$ cat config.mk
export PLATFORM = sky130hd
export DESIGN_NAME = prog_loader
export DESIGN_NICKNAME = d
export VERILOG_FILES = /design/src/rtl/prog_loader_pkg.sv /design/src/rtl/prog_loader_byte_assembler.sv /design/src/rtl/prog_loader.sv
export SDC_FILE = /design/constraint.sdc
export NUM_CORES = 1
export LEC_CHECK = 0
export CAP_MARGIN = 20
export CORE_UTILIZATION = 48
export CTS_BUF_LIST = sky130_fd_sc_hd__clkbuf_16
export CTS_CLUSTER_DIAMETER = 200
export DETAILED_ROUTE_END_ITERATION = 10
export GPL_ROUTABILITY_DRIVEN = 0
export PLACE_DENSITY = 0.7
export SYNTH_ARGS = -nofsm -noshare
export SYNTH_HDL_FRONTEND = slang
export SYNTH_SLANG_ARGS = --single-unit
$ cat constraint.sdc
create_clock -name clk -period 4 [get_ports clk]
set_input_delay 0.8 -clock clk [delete_from_list [all_inputs] [get_ports clk]]
set_output_delay 0.8 -clock clk [all_outputs]
set_load 0.1 [all_outputs]
$ cat src/rtl/prog_loader_pkg.sv
// Shared definitions for the program loader: FSM state encoding and word geometry.
package prog_loader_pkg;

  typedef enum logic [2:0] {
    IDLE,
    LEN_LO,
    LEN_HI,
    DATA,
    EMIT,
    FINISH
  } loader_state_t;

  localparam int unsigned BYTES_PER_WORD = 4;
  localparam int unsigned WORD_W         = 8 * BYTES_PER_WORD;

endpackage

$ cat src/rtl/prog_loader_byte_assembler.sv
// Collects little-endian bytes into a 32-bit instruction word.
module byte_assembler
  import prog_loader_pkg::*;
(
  input  logic              clk,
  input  logic              rst,
  input  logic              clear,
  input  logic              load,
  input  logic [7:0]        data,
  output logic [WORD_W-1:0] word,
  output logic              last
);

  logic [1:0]        idx;
  logic [WORD_W-1:0] shreg;

  // Shift each new byte in at the top so the first byte ends up in bits 7:0.
  always_ff @(posedge clk or posedge rst) begin
    if (rst) begin
      idx   <= '0;
      shreg <= '0;
    end else if (clear) begin
      idx   <= '0;
      shreg <= '0;
    end else if (load) begin
      idx   <= idx + 2'd1;
      shreg <= {data, shreg[WORD_W-1:8]};
    end
  end

  // Flags that the byte currently being loaded completes the word.
  always_comb begin
    word = shreg;
    last = (idx == 2'(BYTES_PER_WORD - 1));
  end

endmodule

$ cat src/rtl/prog_loader.sv
// Streams a length-prefixed program from a host byte port into instruction memory.
module prog_loader
  import prog_loader_pkg::*;
#(
  parameter int unsigned LEN_W = 16
) (
  input  logic             clk,
  input  logic             rst,
  input  logic             start,
  input  logic             byte_valid,
  input  logic [7:0]       byte_data,
  output logic             byte_ready,
  output logic             w_en,
  output logic [31:0]      machineCode,
  output logic [LEN_W-1:0] word_addr,
  output logic             cpu_hold,
  output logic             done
);

  loader_state_t     state, next_state;
  logic [7:0]        len_lo;
  logic [LEN_W-1:0]  count;
  logic [LEN_W-1:0]  hdr_count;
  logic [WORD_W-1:0] mc_hold;
  logic [WORD_W-1:0] asm_word;
  logic              asm_last;
  logic              asm_load;
  logic              asm_clear;
  logic              xfer;

  assign xfer      = byte_valid & byte_ready;
  assign hdr_count = LEN_W'({byte_data, len_lo});

  byte_assembler u_asm (
    .clk   (clk),
    .rst   (rst),
    .clear (asm_clear),
    .load  (asm_load),
    .data  (byte_data),
    .word  (asm_word),
    .last  (asm_last)
  );

  // State register.
  always_ff @(posedge clk or posedge rst) begin
    if (rst) state <= IDLE;
    else     state <= next_state;
  end

  // Next-state logic; start is only honoured from IDLE.
  always_comb begin
    next_state = state;
    case (state)
      IDLE:    if (start) next_state = LEN_LO;
      LEN_LO:  if (xfer) next_state = LEN_HI;
      LEN_HI:  if (xfer) next_state = (hdr_count == '0) ? FINISH : DATA;
      DATA:    if (xfer && asm_last) next_state = EMIT;
      EMIT:    next_state = (count == LEN_W'(1)) ? FINISH : DATA;
      FINISH:  next_state = IDLE;
      default: next_state = IDLE;
    endcase
  end

  // Moore outputs plus assembler strobes; machineCode shows the live word only in EMIT.
  always_comb begin
    byte_ready  = (state == LEN_LO) || (state == LEN_HI) || (state == DATA);
    w_en        = (state == EMIT);
    done        = (state == FINISH);
    cpu_hold    = (state != IDLE);
    machineCode = (state == EMIT) ? asm_word : mc_hold;
    asm_load    = (state == DATA) && xfer;
    asm_clear   = (state == IDLE) && start;
  end

  // Header, address and remaining-count bookkeeping.
  always_ff @(posedge clk or posedge rst) begin
    if (rst) begin
      len_lo    <= '0;
      count     <= '0;
      word_addr <= '0;
      mc_hold   <= '0;
    end else begin
      case (state)
        IDLE:    if (start) word_addr <= '0;
        LEN_LO:  if (xfer) len_lo <= byte_data;
        LEN_HI:  if (xfer) count <= hdr_count;
        EMIT: begin
          mc_hold   <= asm_word;
          word_addr <= word_addr + LEN_W'(1);
          count     <= count - LEN_W'(1);
        end
        default: ;
      endcase
    end
  end

endmodule

==> run_results.csv <==
group,metric,value,unit
cells_and_area,nets,519,
setup_path,required,3.20,ns
sta,period_needed,3.33,ns
setup_path,cp_cell_sequence,"or3b_2, inv_1, buf_4, nand2_1, nand2_1, buf_12",
power_and_ir_drop,powerDensity,686,nW/um^2
sta,relSlewSlack,0.344,
cells_and_area,drive_above_1_share,0.154,
run,drv_cap,0,
route,drt-vias-per-instance,5.67,
power_and_ir_drop,vdd_ir_drop_max,356,uV
cells_and_area,syn2layout_area_growth,29.5,%
synthesis,ys_top_cells_by_count,"nand2_1 (124), dfrtp_1 (109), a22o_1 (33), nor2_1 (21), clkbuf_1 (19)",
cells_and_area,multi_input_area,1830,sq um
setup_path,path_delay_family,"buffers and inverters",
power_and_ir_drop,power,4.15,mW
clock_tree,clkTransAtPathRegs,0.07,ns
cells_and_area,nFillCells,760,
clock_tree,cts_tree,"done",
cells_and_area,regArea,2730,sq um
route,antenna_left,0,
synthesis,synth-seq-cells,109,
synthesis,synth_top_cell_area_share,0.584,
cells_and_area,design_area,6050,sq um
setup_path,crit_slowest_cell,"dfrtp_1",
sta,timing.fmax,301,MHz
synthesis,syn-num-nets,461,
sta,final.setup.tns,0,ns
synthesis,synth_most_common_cell,"nand2_1",
clock_tree,ctsRootBufferMaster,"clkbuf_16",
sta,drv_slew,0,
synthesis,async_reset_ff_frac,1.00,
synthesis,syn_area,4670,sq um
setup_path,crit_arrival,2.53,ns
synthesis,synthCells,445,
run_status,status,"completed",
die,die_h,101,um
global_route,antenna_found_initial,0,
synthesis,ys.flop_type,"dfrtp_1",
setup_path,ff2ff_setup_slack,1.28,ns
clock_tree,numCtsBuffers,9,
sta,tightestPinTransition,0.981,ns
route,drtIter0Drc,163,
sta,setup_viol,0,
global_route,overflow,0,
synthesis,synth.distinct_cells,52,
die,die_w,101,um
sta,period_share,0.832,
synthesis,yosysWarningCount,0,
synthesis,synth_top_area_cell,"dfrtp_1",
sta,skew,0.0110,ns
cells_and_area,fin_cells,637,
setup_path,crit_top_cell,"nand2_1",
cells_and_area,utilization,0.649,
route,num_vias,3611,
cells_and_area,antenna_cells,0,
clock_tree,cts_resized,0,
die,start_util,0.501,
route,detail_route.wl_per_cell,15.9,um
route,drc,0,
place,io_buffers,63,
synthesis,synth_edf_count,0,
clock_tree,htree_levels,3,
setup_path,worstSetupPathType,"reg2out",
clock_tree,clkLatencyLatePin,0.35,ns
setup_path,worstSetupEndpointType,"output port",
global_route,grt_max_degree,110,
clock_tree,cts_num_sinks,109,
sta,hold_violations,0,
global_route,grtUsageTotal,0.219,
route,wl,10200,um
die,coreArea,9330,sq um
synthesis,synth-seq-area-share,0.584,
setup_path,path_max_fanout,42,
synthesis,synthTopCellsByArea,"dfrtp_1 (58%), nand2_1 (10%), a22o_1 (6.2%)",
setup_path,slowest_delay,0.55,ns
clock_tree,post_cts_buffers,0,
sta,rsz0062_at_grt,"false",
place,placedInstanceArea,5770,sq um
setup_path,start_kind,"flop",
global_route,grt_pass1_wl,17200,um
place,hpwlAfterDp,6650,um
setup_path,cp_num_buf_inv,3,
clock_tree,hold_buffers,0,
clock_tree,clockBufferDepth,2,
place,dp.cells,621,
global_route,grt_pass1_vias,3510,
synthesis,syn_area_per_cell,10.5,sq um
die,dieArea,10100,sq um
power_and_ir_drop,p_leak,2.81,nW
die,std_cell_rows,35,
route,firstDrtPassIters,5,
worst_hold_path,hold_class,"reg2reg",
die,io_pins,64,
-- where the power goes --
group	leakage (nW)	switching, mW	total [mW]	internal (mW)
Combinational	1.23	0.952	1.54	0.589
Clock	0.140	0.421	0.854	0.433
Sequential	1.44	0.316	1.76	1.44
-- sequential cells by signal, summed over array words and instances, names as in the netlist --
register	cells
u_asm.idx	2
mc_hold	32
u_asm.word	32
count	16
state	3
word_addr	16
len_lo	8
-- per-layer routing --
layer  track usage  part of all wire  wire length [um]  vias up
li1              -                 -                 -     1709
met1         0.301              0.46              4670     1798
met2         0.346              0.47              4820       93
met3        0.0555             0.055               555       11
met4        0.0658            0.0099               101        0
met5             0                 0                 0        -
-- layout by cell type, fill, tap and decap left out, drive strengths merged, types with 3 or more instances in the layout --
master         instances
inv                    8
mux2                   9
or3                    3
o31ai                  3
o211ai                 8
xor2                   3
nand2                124
dfrtp                109
a311oi                 3
nand4                  8
a21oi                  5
buf                   41
o21a                   4
or4                    7
nand3                  9
nor3                   5
nor2                  21
clkbuf                 9
mux2i                  7
clkdlybuf4s50         30
clkinv                 3
ha                     4
o311ai                 4
o21ai                 11
a22o                  33
and3                   5
a211oi                 3
nor4                   6
-- path summary, 6_finish.rpt --
| check | start | end | depth (start not counted) |
|---|---|---|---|
| max in group asynchronous | rst | word_addr[12] | 3 |
| worst max register to register | state[2] | count[15] | 5 |
| worst min-delay path | word_addr[15] | word_addr[15] | 1 |
| worst max-delay path | state[2] | machineCode[16] | 6 |
| min in group asynchronous | rst | mc_hold[1] | 3 |
| worst min register to register | word_addr[15] | word_addr[15] | 1 |
-- worst register-to-register path, cell delays in order (launching register included) --
cell,delay (ns)
dfrtp_1,0.55
or3b_2,0.49
buf_4,0.31
or4_1,0.74
o21a_1,0.26
a311oi_1,0.27
-- per-stage QoR --
| stage | hold WS (ns) | worst slack, ns |
|---|---|---|
| after floorplan | 0.436 | 0.113 |
| after global placement | 0.454 | 1.12 |
| after detailed placement | 0.462 | 1.04 |
| after CTS | 0.476 | 0.651 |
| after global routing | 0.503 | 0.502 |
| final | 0.479 | 0.674 |
-- final cells by class --
class | count | area share
Clock buffer | 9 | 0.0372
Multi-Input combinational cell | 307 | 0.302
Sequential cell | 109 | 0.451
Clock inverter | 7 | 0.00951
Tap cell | 129 | 0.0267
Timing Repair Buffer | 71 | 0.171
Inverter | 5 | 0.00351
-- cell families after synthesis --
group	share of synthesized area
simple gates	0.203
compound gates	0.133
flops	0.584
mux	0.0367
xor+xnor	0.00562
buf+inv	0.0276
fa+ha+maj	0.0107
(Power assumes the default switching activity.)
